--- src/rtl/s_inv_cms_pipe_if.sv ---
// Handshake bundle for the masked PRINCE inverse S-box pipeline.
// The master drives the input shares and pulls the results; the slave is the S-box.
interface s_inv_cms_pipe_if #(
  parameter int NSB = 1
);
  localparam int RAND_W = 32 * NSB;

  logic              in_valid;
  logic              in_ready;
  logic [4*NSB-1:0]  in_sh0;
  logic [4*NSB-1:0]  in_sh1;
  logic [RAND_W-1:0] rnd;
  logic              out_valid;
  logic              out_ready;
  logic [4*NSB-1:0]  out_sh0;
  logic [4*NSB-1:0]  out_sh1;

  modport master (
    output in_valid, in_sh0, in_sh1, rnd, out_ready,
    input  in_ready, out_valid, out_sh0, out_sh1
  );

  modport slave (
    input  in_valid, in_sh0, in_sh1, rnd, out_ready,
    output in_ready, out_valid, out_sh0, out_sh1
  );
endinterface

--- src/rtl/s_inv_cms_pipe.sv ---
// First-order CMS-masked PRINCE inverse S-box: 2 shares -> 8 refreshed shares (stage 1)
// -> 2 shares (stage 2), NSB nibbles in parallel, valid/ready with full backpressure.
module s_inv_cms_pipe #(
  parameter int NSB = 1
) (
  input  logic             clk,
  input  logic             rst_n,
  s_inv_cms_pipe_if.slave  io
);
  localparam int RAND_W = 32 * NSB;
  // Sinv truth table, nibble x at bits [4x+3:4x]
  localparam logic [63:0] SINV = 64'h1CE5_046A_98DF_237B;

  // Share index used for each input bit by output share k = 4i+2j+l:
  // x0 -> i, x1 -> j, x2 -> l, x3 -> i^j^l. Any three coordinates of these eight
  // vectors are all distinct, so every degree<=3 monomial has a home for each of
  // its share combinations while each k still sees only one share per input bit.
  function automatic logic [3:0] sigma(input int k);
    logic [2:0] kb;
    kb = k[2:0];
    return {^kb, kb[0], kb[1], kb[2]};
  endfunction

  // Lower-degree terms match several k; only the lowest such k takes the term.
  function automatic logic owner(input int m, input int k);
    logic [3:0] mm;
    logic       own;
    mm  = m[3:0];
    own = 1'b1;
    for (int j = 0; j < 8; j++) begin
      if (j < k && ((sigma(j) ^ sigma(k)) & mm) == 4'b0000) own = 1'b0;
    end
    return own;
  endfunction

  // Algebraic normal form of each Sinv coordinate (Moebius transform of the table).
  function automatic logic [3:0][15:0] anf_table();
    logic [3:0][15:0] t;
    for (int b = 0; b < 4; b++) begin
      for (int x = 0; x < 16; x++) t[b][x] = SINV[4*x+b];
      for (int v = 0; v < 4; v++) begin
        for (int m = 0; m < 16; m++) begin
          if (m[v]) t[b][m] = t[b][m] ^ t[b][m ^ (1 << v)];
        end
      end
    end
    return t;
  endfunction

  localparam logic [3:0][15:0] ANF = anf_table();

  // Expanded share e[b][k]; sg is a constant, so sel is pure wiring of one share per bit.
  function automatic logic e_bit(input logic [3:0] a0, input logic [3:0] a1,
                                 input int b, input int k);
    logic [3:0] sg;
    logic [3:0] sel;
    logic       acc;
    logic       term;
    sg  = sigma(k);
    sel = (a0 & ~sg) | (a1 & sg);
    acc = 1'b0;
    for (int m = 0; m < 16; m++) begin
      if (ANF[b][m] && owner(m, k)) begin
        term = 1'b1;
        for (int v = 0; v < 4; v++) begin
          if (m[v]) term = term & sel[v];
        end
        acc = acc ^ term;
      end
    end
    return acc;
  endfunction

  logic [RAND_W-1:0] f;

  for (genvar n = 0; n < NSB; n++) begin : g_nib
    for (genvar b = 0; b < 4; b++) begin : g_bit
      for (genvar k = 0; k < 8; k++) begin : g_sh
        assign f[32*n+8*b+k] = e_bit(io.in_sh0[4*n +: 4], io.in_sh1[4*n +: 4], b, k)
                             ^ io.rnd[32*n+8*b+k] ^ io.rnd[32*n+8*b+((k+1)%8)];
      end
    end
  end

  logic              s1_valid_q, s1_valid_d;
  logic              s2_valid_q, s2_valid_d;
  logic [RAND_W-1:0] s1_f_q, s1_f_d;
  logic [4*NSB-1:0]  s2_sh0_q, s2_sh0_d;
  logic [4*NSB-1:0]  s2_sh1_q, s2_sh1_d;
  logic              s2_adv, s1_adv, accept, s2_load;

  always_comb begin
    s2_adv     = !s2_valid_q || io.out_ready;
    s1_adv     = !s1_valid_q || s2_adv;
    accept     = io.in_valid && s1_adv;
    s2_load    = s1_valid_q && s2_adv;

    s1_valid_d = accept || (s1_valid_q && !s2_load);
    s1_f_d     = accept ? f : s1_f_q;
    s2_valid_d = s2_load || (s2_valid_q && !io.out_ready);

    // NOTE: every comb output gets a default before the conditional update, else a latch is inferred.
    s2_sh0_d   = s2_sh0_q;
    s2_sh1_d   = s2_sh1_q;
    if (s2_load) begin
      for (int n = 0; n < NSB; n++) begin
        for (int b = 0; b < 4; b++) begin
          s2_sh0_d[4*n+b] = ^s1_f_q[32*n+8*b   +: 4];
          s2_sh1_d[4*n+b] = ^s1_f_q[32*n+8*b+4 +: 4];
        end
      end
    end
  end

  // NOTE: share registers are reset too, so no stale masked data survives a reset; state uses <= only.
  always_ff @(posedge clk or negedge rst_n) begin
    if (!rst_n) begin
      s1_valid_q <= 1'b0;
      s2_valid_q <= 1'b0;
      s1_f_q     <= '0;
      s2_sh0_q   <= '0;
      s2_sh1_q   <= '0;
    end else begin
      s1_valid_q <= s1_valid_d;
      s2_valid_q <= s2_valid_d;
      s1_f_q     <= s1_f_d;
      s2_sh0_q   <= s2_sh0_d;
      s2_sh1_q   <= s2_sh1_d;
    end
  end

  assign io.in_ready  = s1_adv;
  assign io.out_valid = s2_valid_q;
  assign io.out_sh0   = s2_sh0_q;
  assign io.out_sh1   = s2_sh1_q;
endmodule

--- src/flat_wrapper.sv ---
// flat-port wrapper written by rule: the top's interface ports become plain ports
module s_inv_cms_pipe_flat 
#(
  parameter int NSB = 1
)
  (clk, rst_n, io_in_valid, io_in_sh0, io_in_sh1, io_rnd, io_out_ready, io_in_ready, io_out_valid, io_out_sh0, io_out_sh1);
  s_inv_cms_pipe_if #(.NSB(NSB)) io_i ();
  input  logic clk;
  input  logic rst_n;
  input wire logic [$bits(io_i.in_valid)-1:0] io_in_valid;
  input wire logic [$bits(io_i.in_sh0)-1:0] io_in_sh0;
  input wire logic [$bits(io_i.in_sh1)-1:0] io_in_sh1;
  input wire logic [$bits(io_i.rnd)-1:0] io_rnd;
  input wire logic [$bits(io_i.out_ready)-1:0] io_out_ready;
  output wire logic [$bits(io_i.in_ready)-1:0] io_in_ready;
  output wire logic [$bits(io_i.out_valid)-1:0] io_out_valid;
  output wire logic [$bits(io_i.out_sh0)-1:0] io_out_sh0;
  output wire logic [$bits(io_i.out_sh1)-1:0] io_out_sh1;
  assign io_i.in_valid = io_in_valid;
  assign io_i.in_sh0 = io_in_sh0;
  assign io_i.in_sh1 = io_in_sh1;
  assign io_i.rnd = io_rnd;
  assign io_i.out_ready = io_out_ready;
  assign io_in_ready = io_i.in_ready;
  assign io_out_valid = io_i.out_valid;
  assign io_out_sh0 = io_i.out_sh0;
  assign io_out_sh1 = io_i.out_sh1;
  s_inv_cms_pipe #(.NSB(NSB)) u_core (.clk(clk), .rst_n(rst_n), .io(io_i));
endmodule
--- config.mk ---
export PLATFORM = sky130hd
export DESIGN_NAME = s_inv_cms_pipe_flat
export DESIGN_NICKNAME = d
export VERILOG_FILES = /design/src/rtl/s_inv_cms_pipe_if.sv /design/src/rtl/s_inv_cms_pipe.sv /design/src/flat_wrapper.sv
export SDC_FILE = /design/constraint.sdc
export NUM_CORES = 1
export LEC_CHECK = 0
export CAP_MARGIN = 20
export CORE_ASPECT_RATIO = 2
export CORE_UTILIZATION = 52
export DETAILED_ROUTE_END_ITERATION = 8
export PLACE_DENSITY = 0.83
export SLEW_MARGIN = 20
export SYNTH_ARGS = -nofsm -noshare
export SYNTH_HDL_FRONTEND = slang
export SYNTH_SLANG_ARGS = --single-unit
--- constraint.sdc ---
create_clock -name clk -period 2.46 [get_ports clk]
set_input_delay 0.246 -clock clk [delete_from_list [all_inputs] [get_ports clk]]
set_output_delay 0.246 -clock clk [all_outputs]
set_load 0.03 [all_outputs]
* After elaboration in Yosys (flattened, before gate mapping)
Index checks and enable logic that the tools add are counted.
Word-level totals: bits in registers 42, bits of input ports 44, output and inout port bits 10, logic and storage cells 252
Operators by class: bitwise logic cells 227, reductions and logical operators 20
Operators with widths (number):
- $xor A1 B1 Y1 | 154
- $and A1 B1 Y1 | 64
- $reduce_xor A4 Y1 | 8
- $or A3 B4 Y4 | 2
- $or A4 B3 Y4 | 2
- $logic_and A1 B1 Y1 | 4
- $logic_not A1 Y1 | 4
- $logic_or A1 B1 Y1 | 4
- $or A2 B4 Y4 | 1
- $or A4 B2 Y4 | 1
- $not A1 Y1 | 3

* Logic depth before layout (Yosys ltp)
depth after elaboration 11, depth in mapped cells 7, mapped depth without buffers 6

* Least setup slack after synthesis
OpenSTA, ideal clock, no wires.
kind register to register, start register u_core.s2_valid_q, in the netlist u_core.io.out_valid, end register u_core.s1_f_q[20], library setup time 135 ps, arrival 1518 ps, data required time 2325 ps, setup slack 807 ps, cell stages (with the launch flop) 5, buffers on the path 1, clock period less this slack 1653 ps, path through dfrtp_1 nand3b_1 nand2_1 clkbuf_1 o31ai_1
Between the ends: word-level cells in the longest chain between the ends 4
RTL lines:
- start, declared | line s_inv_cms_pipe.sv:86 | logic s2_valid_q, s2_valid_d;
- start signal, assigned | line s_inv_cms_pipe.sv:125 | s2_valid_q <= s2_valid_d;
- $logic_not A1 Y1 | line s_inv_cms_pipe.sv:93 | s2_adv = !s2_valid_q || io.out_ready;
- $logic_or A1 B1 Y1 | line s_inv_cms_pipe.sv:93
- $logic_or A1 B1 Y1 | line s_inv_cms_pipe.sv:94 | s1_adv = !s1_valid_q || s2_adv;
- net io_in_ready | line flat_wrapper.sv:15 | output wire logic [$bits(io_i.in_ready)-1:0] io_in_ready;
- $logic_and A1 B1 Y1 | line s_inv_cms_pipe.sv:95 | accept = io.in_valid && s1_adv;
- end signal, assigned | line s_inv_cms_pipe.sv:120 | s1_f_q <= '0;
- end signal, assigned | line s_inv_cms_pipe.sv:126 | s1_f_q <= s1_f_d;
- end, declared | line s_inv_cms_pipe.sv:87 | logic [RAND_W-1:0] s1_f_q, s1_f_d;
The timed path passes the listed nets, and every way through them passes these cells. A chain may end at the register's enable or synchronous reset.

* Worst setup path after layout
start input port io_out_ready, end output port io_in_ready
Between the ends: word-level cells in the longest chain between the ends 2
RTL lines:
- start, declared | line flat_wrapper.sv:14 | input wire logic [$bits(io_i.out_ready)-1:0] io_out_ready;
- $logic_or A1 B1 Y1 | line s_inv_cms_pipe.sv:93
- $logic_or A1 B1 Y1 | line s_inv_cms_pipe.sv:94
- end, declared | line flat_wrapper.sv:15
Every way passes these cells.

==> metrics.cfg <==
[run_status]
outcome = finished, final reports clean

[clock_network]
htreeDepth = 2
clk_pin_slew_worst_paths_ns = 0.07
clk_latency_ns = 0.29
cts_tree = yes
cts_buffer_depth = 2
post_cts_buffers = 0
cts_hold_buf = 0
root_buffer = clkbuf_8
cts.sinks = 42
cts_resized = 0
numCtsBuffers = 5

[floorplan]
dieArea_sq_um = 5983
chipHeight_um = 108.4
die_w_um = 55.20
ioPinCount = 54
start_util_pct = 54.29
std_cell_rows = 38
coreArea_sq_um = 5420

[timing]
rsz0062_at_grt = false
setup_slack_ns = 0.6410
setup_viol = 0
worst_pin_slew_ns = 0.9091
timing.hold.ws_ns = 0.08125
drv_slew = 0
fin_setup_tns_ns = 0
fin_crit_ns = 1.819
max_freq_mhz = 549.7
slew_headroom_pct = 39.39
hold_viol = 0
finClkSkew_ns = 0.005778
period_share_pct = 73.94

[place]
dpl_cell_area_sq_um = 3461
place_ws_ns = 0.3936
port_buffers = 53
place.gp.congestion = 0.8224
dp_hpwl_mm = 4.399

[yosys]
netlist_area_sq_um = 2943
async_flop_share_pct = 100.0
synth_edf_count = 0
synth.top_cell.area_share_pct = 35.71
synthCells = 330
ys.warnings.count = 0
ys_ff_latch = 42
synth_cell_types = 41
synth_nets = 375
synth.avg_cell_area_sq_um = 8.918
ys_seq_area_share_pct = 35.71
synth_top_cell_by_area = dfrtp_1
synth_area_leaders = dfrtp_1, xnor2_1, nand2_1, o21ai_1, xor2_1
ys.flop_type = dfrtp_1

[setup_path]
slowest_stage = clkdlybuf4s50_1
crit_chain = clkdlybuf4s50_1, nand3b_1, clkdlybuf4s50_1
worstPathArrival_ns = 1.57
worst_setup_path_start_kind = input pin
worstPathRequired_ns = 2.21
cp-end-kind = output port
crit_top_cell = clkdlybuf4s50_1
crit_type = input pin to output port
rrSetupSlack_ns = 1.10
cp_max_fo = 4
cp_slowest_stage_delay_ns = 0.69

[finish]
final_area_sq_um = 3537
area_growth_pct = 20.20
drive_gt1_share_pct = 4.278
antenna_cells = 0
fin_nets = 419
nFillCells = 473
layout_common_cells = xnor2_1, nand2_1, clkdlybuf4s50_1, dfrtp_1, o21ai_1
layout_commonest_cell = xnor2_1

[power_and_ir_drop]
vdd_drop_max_mv = 0.5845
p_total_w = 0.002367
p_leak_nw = 1.384
powerDensity_nw_per_um2 = 669.1

[global_routing]
grtUsageMet2_pct = 39.76
met3_usage_pct = 3.516
grt_max_degree = 61
use_met1_pct = 23.79
antenna_found_initial = 0
grt_pass1_vias = 2173
grt_util_all_layers_pct = 22.84
grt_busiest_layer = met2
grt_pass1_wl_mm = 9.680
gr-total-overflow = 0

[min_path]
min_path_type = input pin to asynchronous set/reset pin

[drt]
drt-vias-per-instance = 5.260
drcViolationCount = 0
first_iter_violations = 22
drt_first_pass_iters = 4
routed_wl_mm = 5.776
vias = 2283
ant_nets = 0
post_drt_wl_per_cell_um = 13.31

[flow_run]
drv_cap = 0

## per-stage QoR
stage	cells	util, %
after CTS	434	65.26
after detailed placement	427	63.85
after global routing	434	65.26
after floorplan	330	-
after global placement	427	63.85
final	434	65.26
## synth_stat cells, types with 3 or more instances
library cell and instances:
xnor2_1 76, nand2_1 53, dfrtp_1 42, o21ai_1 37, xor2_1 19, buf_2 9, nand2b_1 9, clkbuf_1 8
nor2_1 8, o21ai_0 8, a21oi_1 5, nand3_1 5, a21boi_1 4, buf_6 4, a31oi_1 3, nand4bb_1 3
o22ai_1 3
## cells by family after synthesis
| family | Yosys count | synth area share [%] |
|---|---|---|
| adder cells (fa/ha/maj) | 1 | 0.4251 |
| AO/OA/AOI/OAI | 68 | 12.93 |
| AND/OR/NAND/NOR | 94 | 15.52 |
| multiplexers | 5 | 1.871 |
| flip-flops | 42 | 35.71 |
| XOR/XNOR | 96 | 28.83 |
| buffers and inverters | 24 | 4.719 |
## report_power, final
group          switching (W)  internal [W]  total, W
registers           0.000103      0.000863  0.000966
clock network       0.000212      0.000195  0.000408
logic               0.000495      0.000498  0.000993
## flip-flops by register name (all words and copies together) (netlist names)
name                 flops
u_core.io.out_valid      1
u_core.io.out_sh0        4
u_core.s1_valid_q        1
u_core.io.out_sh1        4
u_core.s1_f_q           32
## layout make-up
| type | instances | area, sq um | share of cell area (%) |
|---|---|---|---|
| inverter | 1 | 3.754 | 0.1061 |
| multi-input combinational | 264 | 1753 | 49.56 |
| timing repair buffer | 60 | 578.1 | 16.34 |
| tap | 60 | 75.07 | 2.122 |
| sequential | 42 | 1051 | 29.71 |
| clock buffer | 7 | 76.32 | 2.158 |
## path summary, 6_finish.rpt
path,endpoint,depth (start not counted),startpoint
min in group clk,u_core.io.out_sh0[3]$_DFFE_PN0P_,2,u_core.io.out_sh0[3]$_DFFE_PN0P_
max in group asynchronous,u_core.io.out_sh1[3]$_DFFE_PN0P_,1,rst_n
hold / removal,u_core.s1_f_q[23]$_DFFE_PN0P_,1,rst_n
setup reg to reg,u_core.s1_f_q[20]$_DFFE_PN0P_,4,u_core.s1_valid_q$_DFF_PN0_
hold reg to reg,u_core.io.out_sh0[3]$_DFFE_PN0P_,2,u_core.io.out_sh0[3]$_DFFE_PN0P_
setup / recovery,io_in_ready,3,io_out_ready
## layer usage
metal,wire length [um],part of all wire [%]
met1,2133,37
met3,177,3.1
met2,3212,56
met4,252,4.4
met5,0,0
## critical path: cells and delay by family
family | cells | cell delay, ns
buf+inv | 2 | 1.16
simple gates | 1 | 0.17
Power figures use the tool's default switching activity.
